File: src/rtl/writeback_stage.sv
// Final pipeline stage: turns completed execute results, or load data, into register-file writes.
// Latency: ALU op writes 1 cycle after accept; a load writes 1 cycle after mem_rvalid (3 cycles minimum).
// Backpressure: in_ready is high only in IDLE or WRITE, so loads stall execute until their data returns.
module writeback_stage #(
    parameter int TIMEOUT = 16,
    parameter int CNT_W   = 32
) (
    input  logic             clk,
    input  logic             rst_n,
    input  logic             in_valid,
    output logic             in_ready,
    input  logic [4:0]       in_rd,
    input  logic [31:0]      in_result,
    input  logic             in_mem_to_reg,
    input  logic             in_reg_write,
    output logic             mem_req,
    output logic [31:0]      mem_addr,
    input  logic             mem_rvalid,
    input  logic [31:0]      mem_rdata,
    output logic             wb_we,
    output logic [4:0]       wb_addr,
    output logic [31:0]      wb_data,
    output logic             busy,
    output logic             timeout_err,
    output logic [CNT_W-1:0] retire_count
);

    localparam int          TW  = (TIMEOUT > 1) ? $clog2(TIMEOUT + 1) : 1;
    localparam logic [31:0] TMO = 32'(TIMEOUT);

    typedef enum logic [1:0] {IDLE, MEM_REQ, MEM_WAIT, WRITE} state_t;

    state_t        state_q, state_d;
    logic [4:0]    rd_q;
    logic          rw_q;
    logic [TW-1:0] tmo_cnt;
    logic          tmo_hit;
    logic          accept;
    logic          we_d;

    assign in_ready = (state_q == IDLE) || (state_q == WRITE);
    assign busy     = (state_q != IDLE);
    assign mem_req  = (state_q == MEM_REQ);
    assign accept   = in_valid && in_ready;
    assign tmo_hit  = (TIMEOUT > 0) && ((32'(tmo_cnt) + 32'd1) == TMO);

    always_comb begin
        state_d = state_q;
        we_d    = 1'b0;
        case (state_q)
            IDLE, WRITE: begin
                if (in_valid) begin
                    if (in_mem_to_reg) begin
                        state_d = MEM_REQ;
                    end else begin
                        state_d = WRITE;
                        we_d    = in_reg_write && (in_rd != 5'd0);
                    end
                end else begin
                    state_d = IDLE;
                end
            end
            MEM_REQ: state_d = MEM_WAIT;
            MEM_WAIT: begin
                if (mem_rvalid) begin
                    state_d = WRITE;
                    we_d    = rw_q && (rd_q != 5'd0);
                end else if (tmo_hit) begin
                    state_d = IDLE;
                end
            end
            default: state_d = IDLE;
        endcase
    end

    always_ff @(posedge clk or negedge rst_n) begin
        if (!rst_n) begin
            state_q      <= IDLE;
            rd_q         <= '0;
            rw_q         <= 1'b0;
            mem_addr     <= '0;
            tmo_cnt      <= '0;
            wb_we        <= 1'b0;
            wb_addr      <= '0;
            wb_data      <= '0;
            timeout_err  <= 1'b0;
            retire_count <= '0;
        end else begin
            state_q <= state_d;
            wb_we   <= we_d;
            if (accept) begin
                rd_q <= in_rd;
                rw_q <= in_reg_write;
                if (in_mem_to_reg) mem_addr <= in_result;
            end
            // wb_addr/wb_data only move when a real write is issued, so they hold otherwise
            if (we_d) begin
                if (state_q == MEM_WAIT) begin
                    wb_addr <= rd_q;
                    wb_data <= mem_rdata;
                end else begin
                    wb_addr <= in_rd;
                    wb_data <= in_result;
                end
            end
            if (state_q == MEM_WAIT) tmo_cnt <= tmo_cnt + TW'(1);
            else                     tmo_cnt <= '0;
            if (state_q == MEM_WAIT && !mem_rvalid && tmo_hit) timeout_err <= 1'b1;
            if (state_q == WRITE) retire_count <= retire_count + CNT_W'(1);
        end
    end

endmodule

File: config.mk
export PLATFORM = sky130hd
export DESIGN_NAME = writeback_stage
export DESIGN_NICKNAME = d
export VERILOG_FILES = /design/src/rtl/writeback_stage.sv
export SDC_FILE = /design/constraint.sdc
export NUM_CORES = 1
export LEC_CHECK = 0
export CORE_ASPECT_RATIO = 1.2
export CORE_MARGIN = 2
export CORE_UTILIZATION = 48
export DETAILED_ROUTE_END_ITERATION = 10
export PLACE_DENSITY = 0.85
export SLEW_MARGIN = 20
export SYNTH_ARGS = -nofsm -noshare
export SYNTH_HDL_FRONTEND = slang
export SYNTH_SLANG_ARGS = --single-unit
File: constraint.sdc
create_clock -name clk -period 6.7 [get_ports clk]
set_input_delay 1.005 -clock clk [delete_from_list [all_inputs] [get_ports clk]]
set_output_delay 1.005 -clock clk [all_outputs]
set_load 0.05 [all_outputs]
After elaboration in Yosys (flattened, before gate mapping) --
Cells that the tools add are included. Widths: inputs -> output; s select.
Operators by class: add/sub/neg operators 3, $mul 0, div/mod/pow operators 0, magnitude comparators 0, equality and inequality tests 5, shift operators 0, muxes and demuxes 12, bitwise gates (word level) 0, reduce and logical (&&, ||, !) cells 13
Operators with widths (count):
- $add 32x1->32 const B | 1
- $mux 32 | 1
- $mux 5 | 2
- $reduce_bool 5->1 | 2
- $mux 2 | 4
- $add 5x1->6 const B | 1
- $eq 6x5->1 const B | 1
- $pmux 2 s3 | 1
- $add 5x1->5 const B | 1
- $logic_and 1x1->1 | 5
- $eq 2x2->1 const B | 2
- $mux 1 | 3
- $ne 3x3->1 const B | 1
- $eq 2x1->1 const B | 1
- $logic_not 2->1 | 1
- $pmux 1 s2 | 1
- $reduce_and 2->1 | 1
- $reduce_bool 2->1 | 1
- $reduce_or 2->1 | 1
- $logic_not 1->1 | 1
- $logic_or 1x1->1 | 1
Word-level totals: register bits 116, bits in latches 0, bits in writable memories 0, ROM bits 0, bits of input ports 75, output and inout port bits 106, word-level logic and storage cells 43, memories kept 0

Depth between registers and ports, before layout --
depth after elaboration 5, mapped depth 10, depth with buffers taken out 7

Least setup slack after synthesis --
OpenSTA, ideal clock, no wires.
path kind in2reg, start input port in_rd[1], end register wb_data[15], library setup time 137 ps, arrival time 2351 ps, required time 6563 ps, slack 4212 ps, stages 7, path buffers 2, cells stage by stage or4_1 o2111ai_1 a21oi_1 clkbuf_1 buf_1 nor2_1 a21oi_1
On the way: longest elaborated chain between the ends 5
Ends and longest elaborated chain:
- start: declaration | RTL line 12 | input logic [4:0] in_rd,
- $reduce_bool 5->1 | RTL line 57 | we_d = in_reg_write && (in_rd != 5'd0);
- $logic_and 1x1->1 | RTL line 57
- $mux 1 | RTL line 53 | if (in_mem_to_reg) begin
- $mux 1 | RTL line 52 | if (in_valid) begin
- $pmux 1 s2 | RTL line 50 | case (state_q)
- end signal: assignment | RTL line 100 | wb_data <= mem_rdata;
- end signal: assignment | RTL line 103 | wb_data <= in_result;
- end: declaration | RTL line 22 | output logic [31:0] wb_data,
No other way between the ends. A chain may end at the register's enable or synchronous reset.

Worst setup path in the final report --
start input port in_valid, end register wb_data[12]
On the way: longest elaborated chain between the ends 2
Ends and longest elaborated chain:
- start: declaration | RTL line 10 | input logic in_valid,
- $mux 1 | RTL line 52
- $pmux 1 s2 | RTL line 50
No other way between the ends.

==> metrics <==
Sum Neg Setup Slack 0 ps; largest net degree at the start of global routing 73; Syn Nets 499; total CTS buffers 17; # nets final 685; Routed WL per cell 17.6 um; TritonCTS Sinks 116; post-route cell area 0.00752 mm^2; DRT antenna net count 0; H-tree depth 4; Port Buffers 180; Vias 3962; ant diodes 0; Core Box Area 0.0101 mm^2; met3 wire len 1.49 mm; CP Capture Type flop; synth warn 0; peak supply drop 0.000396 V; top cells by area, synth dfrtp_1 (58%), mux2_2 (9.0%), mux2i_1 (7.4%); Worst-Margin Slew 913 ps; die height 116 um; status completed; Syn Std Cell Area 0.00499 mm^2; first-pass GRT wire length 21.3 mm; CP Cell Sequence clkdlybuf4s50_1 -> nor2b_1 -> o2111ai_1 -> a21oi_4 -> buf_4 -> nor2_1 -> a21oi_1; cell row count 40; CTS tree done; cell accounting for the most synthesized area dfrtp_1; critical path class in2reg; Initial Util 0.496; later-pin clock latency in the skew report 410 ps; min Tclk post-route 3410 ps; Die W 97.1 um; layout cells sized above 1 0.128; residual DRC count 0; CP Buf/Inv Count 2; Routed met2 length 6.45 mm; unrepaired setup endpoints after global routing no; Final Hold Violating Endpoints 0; Max transition margin 0.392; I/O pins 181; Clock Tree Buf Depth 2; highest routed metal layer met4; Congestion Overflow GR 0; Critical Path RT 7030 ps; placed wire-length estimate 9.25 mm; Max Cap Violations 0; fin crit share 0.509; fin. max-slew vios 0; post-CTS sizing 0; post-synthesis register bit count 116; Max Fclk 293 MHz; synthesized area per cell 11.9 um^2; filler cell count 646; drt via density 5.33; Seq/Total Area, Yosys 0.581; Leak Pwr 3.19 nW; CP Launch Type input pin; Worst-path clk slew 50 ps; hold crit path type reg2reg; CP peak stage delay 640 ps; vias in the first global route 4308; All-Layer GR Usage 0.242; Worst Skew 6.73 ps; # Post-CTS Setup Buffers 0; crit path max-delay cell type a21oi_4; gate count of the mapped netlist 418; final setup vio count 0; total wire length 13.1 mm; Root Buffer clkbuf_16; synth unique cells 28; initial antenna violation count 0; area grow syn2layout 50.7%; Cell Pwr Density 541 mW/mm^2; cts hold-fix bufs 0; Placed Area 0.00693 mm^2; CP Max Fanout 47; CP top delay family compound AO/OA/AOI/OAI gates; Yosys top cell area share 0.581; crit path DAT 3740 ps; DR iter-0 viols 132; M1 wire length 4.96 mm; Die Area 0.0112 mm^2; placer congestion estimate 0.800; first-pass iteration count of the detailed router 5
[metrics by stage]
stage / worst slack (ps) / util / total power, mW / hold WS [ps] / cells
floorplan: 4210 / - / 2.46 / 471 / 418
detailed placement: 2930 / 0.689 / 3.16 / 463 / 711
global route: 3110 / 0.748 / 4.24 / 503 / 743
finish: 3290 / 0.748 / 4.07 / 470 / 743
CTS: 3320 / 0.748 / 4.09 / 481 / 743
global placement: 3070 / 0.689 / 3.11 / 457 / 711
[state kept, by name, summed over array words and instances (netlist names)]
signal        cells
wb_we             1
rw_q              1
mem_addr         32
tmo_cnt           5
wb_data          32
retire_count     32
state_q           2
timeout_err       1
wb_addr           5
rd_q              5
[where the power goes]
group	internal, mW	total [mW]	switching, mW	leakage (nW)
Combinational	0.728	2.04	1.31	1.49
Clock	0.600	0.902	0.303	0.290
Sequential	0.961	1.12	0.164	1.42
Total	2.29	4.07	1.78	3.19
[synthesized netlist by cell type]
library cell / number
o31ai_1: 1
and3_1: 7
mux2i_1: 37
nand2_1: 19
nor4_1: 1
xnor2_1: 23
and4_1: 1
nand3b_1: 2
nand3_1: 14
a21oi_1: 42
o2111ai_1: 2
or4_1: 2
nor2_1: 48
clkbuf_1: 8
buf_2: 1
buf_1: 8
nor2b_1: 2
inv_1: 6
nand4_1: 10
a31o_2: 1
or4_4: 2
xor2_1: 11
ha_1: 6
mux2_2: 40
dfrtp_1: 116
and2_1: 6
nand4b_1: 1
a32o_1: 1
[per-layer routing]
| metal | track usage | up-vias |
|---|---|---|
| met3 | 0.124 | 20 |
| met5 | 0 | - |
| li1 | - | 1826 |
| met1 | 0.257 | 1938 |
| met2 | 0.420 | 178 |
| met4 | 0.0864 | 0 |
[logic make-up after synthesis]
| group | synth area share |
|---|---|
| AOI/OAI and AO/OA | 0.0509 |
| muxes | 0.164 |
| adders and majority gates | 0.0150 |
| and+or+nand+nor | 0.111 |
| DFF | 0.581 |
| buffers and inverters | 0.0175 |
| xor gates and xnor gates | 0.0596 |
[layout make-up]
class | count | area (um^2) | share of cell area
Sequential cell | 116 | 2900 | 0.386
Multi-Input combinational cell | 279 | 2020 | 0.268
Timing Repair Buffer | 184 | 1830 | 0.243
Clock buffer | 22 | 464 | 0.0617
Tap cell | 126 | 158 | 0.0210
Clock inverter | 10 | 130 | 0.0173
Inverter | 6 | 22.5 | 0.00299
[worst paths after layout]
kind	startpoint	end	slack, ps	cells after the start
worst max-delay path	in_valid	wb_data[12]	3290	7
worst min-delay path	timeout_err	timeout_err	470	1
worst max register to register	state_q[0]	wb_data[12]	3560	8
worst min register to register	timeout_err	timeout_err	470	1
max in group asynchronous	rst_n	mem_addr[26]	4770	2
min in group asynchronous	rst_n	retire_count[12]	600	1
[layout by cell type, fill, tap and decap left out, types with 2 or more instances in the layout]
master / n
clkbuf_1: 3
clkbuf_16: 17
and3_1: 7
nand4_1: 10
clkinvlp_4: 2
nor2_1: 48
a21oi_1: 41
clkdlybuf4s50_1: 179
buf_4: 5
mux2_2: 40
or4_4: 2
clkinv_2: 5
dfrtp_1: 116
or4_1: 2
xor2_1: 11
nand2_1: 19
xnor2_1: 23
and2_1: 6
mux2i_1: 37
ha_1: 5
nand3b_1: 2
inv_1: 6
nand3_1: 14
o2111ai_1: 2
nor2b_1: 2
bufinv_16: 3
clkbuf_8: 2
[worst register-to-register path: cells and delay by family, from the launching register on]
family / cells / cell delay (ps)
compound gates: 3 / 1080
fa+ha+maj: 1 / 380
buf+inv: 2 / 600
flops: 1 / 370
simple gates: 2 / 630
Power figures use the tool's default switching activity.
==> variant: new RTL, same settings <==
The 4 states of `state_t` get a one-hot encoding in 4 bits.
--- a/src/rtl/writeback_stage.sv
+++ b/src/rtl/writeback_stage.sv
@@ -28,7 +28,7 @@
     localparam int          TW  = (TIMEOUT > 1) ? $clog2(TIMEOUT + 1) : 1;
     localparam logic [31:0] TMO = 32'(TIMEOUT);
 
-    typedef enum logic [1:0] {IDLE, MEM_REQ, MEM_WAIT, WRITE} state_t;
+    typedef enum logic [3:0] {IDLE = 4'b0001, MEM_REQ = 4'b0010, MEM_WAIT = 4'b0100, WRITE = 4'b1000} state_t;
 
     state_t        state_q, state_d;
     logic [4:0]    rd_q;
Behaviour: no difference found for any inputs over 10 cycles, from zero or initial values and one cycle with rst_n low; not proved beyond that.
==> variant against the unedited design <==
Non-clock buffer count grew 1. Worst setup slack got worse by 0.037 ns. First-iteration DRC count increased by 89%. Total power down 0.78%. Synthesized cell count increased by 11%. Sequential cell count rose by 2. Combinational power shrank 8%. Critical path type is now register to primary output. Final cell count is 7.0% higher. Sequential share of layout area shrank 1.6 points. Critical path depth decreased by 5. Design area rose by 6.3%. Area after synthesis increased by 8.9%. Wire length grew 7.1%.
==> variant: results (changes against the unedited design) <==
| Metric | Value |
|---|---|
| Met2 Routed Length | `7.085 mm (was 6.452 mm)` |
| CP max-delay cell | `clkdlybuf4s50_1 (was a21oi_4)` |
| Met1 wire length | `5.330 mm (was 4.960 mm)` |
| HPWL after DPL | `9.724 mm (was 9.252 mm)` |
| Seq/Total Area, Yosys | `0.5434 (was 0.5815)` |
| WL met3 | `1.303 mm (was 1.485 mm)` |
| I/O Buffers | `180 (unchanged)` |
| Vias in the first global route | `4523 (was 4308)` |
| Tightest Pin Transition | `1.046 ns (was 0.9125 ns)` |
| Peak VDD IR | `302.1 uV (was 396.0 uV)` |
| Placed Area | `0.007310 sq mm (was 0.006928 sq mm)` |
| Final net count | `727 (was 685)` |
| Synth warn | `0 (unchanged)` |
| Syn_nets | `543 (was 499)` |
| Layout Skew | `0.008916 ns (was 0.006726 ns)` |
| Status | `complete, no violations (unchanged)` |
| Psw | `1653 uW (was 1777 uW)` |
| Synth cell types | `47 (was 28)` |
| GR Util All Layers | `0.2399 (was 0.2424)` |
| Post-Route WL | `14.03 mm (was 13.10 mm)` |
| First-pass GRT wire length | `22.50 mm (was 21.32 mm)` |
| Initial DRT Pass Iterations | `4 (was 5)` |
| CP peak stage delay | `0.96 ns (was 0.64 ns)` |
| Min-delay worst type | `register to register (unchanged)` |
| Worst EP arrival | `2.44 ns (was 3.74 ns)` |
| Fill cells | `708 (was 646)` |
| Leak | `0.003538 uW (was 0.003193 uW)` |
| Crit path max fanout | `7 (was 47)` |
| Clk buf depth | `2 (unchanged)` |
| Largest net degree at the start of global routing | `67 (was 73)` |
| Vias/cell | `5.360 (was 5.332)` |
| Commonest cells post-synth | `nand2_1, dfrtp_1, mux2_2 (was dfrtp_1, nor2_1, a21oi_1)` |
| Synth top area cells | `dfrtp_1, mux2_2, nand2_1, mux2_4, xnor2_1 (was dfrtp_1, mux2_2, mux2i_1, a21oi_1, xnor2_1)` |
| Clock transition at path regs | `0.06 ns` |
| Gpl congestion | `0.8311 (was 0.7996)` |
| Starting DRC count in detailed routing | `249 (was 132)` |
## variant: per-stage QoR
stage	power (uW)	hold slack, ns	std cells	utilization	worst slack, ns
finish	4035	0.4637	795	0.7245	3.253
global route	4190	0.5008	795	0.7245	3.079
floorplan	2353	0.4741	466	-	3.396
global placement	2972	0.4557	762	0.6624	2.774
detailed placement	2999	0.4606	762	0.6624	2.659
CTS	4052	0.4712	794	0.7231	3.099
## variant: routing by layer
layer	vias up	global-route usage
met2	186	0.3924
li1	1948	-
met3	26	0.1029
met4	0	0.08784
met5	-	0
met1	2101	0.2790
## variant: final timing paths
path,startpoint,end,slack [ns],cells past startpoint
worst max-delay path,state_q[3],mem_req,3.25,2
worst min-delay path,retire_count[31],retire_count[31],0.46,1
worst max register to register,state_q[0],wb_data[30],4.05,5
worst min register to register,retire_count[31],retire_count[31],0.46,1
max in group asynchronous,rst_n,wb_addr[2],4.81,2
min in group asynchronous,rst_n,retire_count[20],0.63,1
## variant: power by group through the flow
stage	sequential, uW	combinational, uW	clock (uW)
CTS	1140	1870	1040
finish	1140	1870	1030
floorplan	1890	465	0
detailed placement	1140	1860	0
global placement	1130	1840	0
global route	1170	1940	1080
## variant: final cells by class
cell class                 count  share of cell area
tap                          132             0.02066
inverter                       3            0.001408
timing repair buffer         185              0.2307
clock buffer                  19             0.05540
sequential                   118              0.3695
multi-input combinational    325              0.2939
clock inverter                13             0.02848
## variant: worst max-delay path, delay by kind of cell, from the launching register on
| family | cells | cell delay, ns |
|---|---|---|
| and+or+nand+nor | 1 | 0.54 |
| DFF | 1 | 0.53 |
| buffers and inverters | 1 | 0.96 |
## variant: cells by family (layout without fill, tap and decap cells)
logic type               Yosys count  in the layout  share of synthesized area
AO/OA/AOI/OAI                      8              8                    0.01220
multiplexers                      76             76                     0.1705
flip-flops                       118            118                     0.5434
buffers and inverters             23            220                    0.02693
adder cells (fa/ha/maj)            2              2                   0.004602
AND/OR/NAND/NOR                  204            204                     0.1846
XOR/XNOR                          35             35                    0.05777
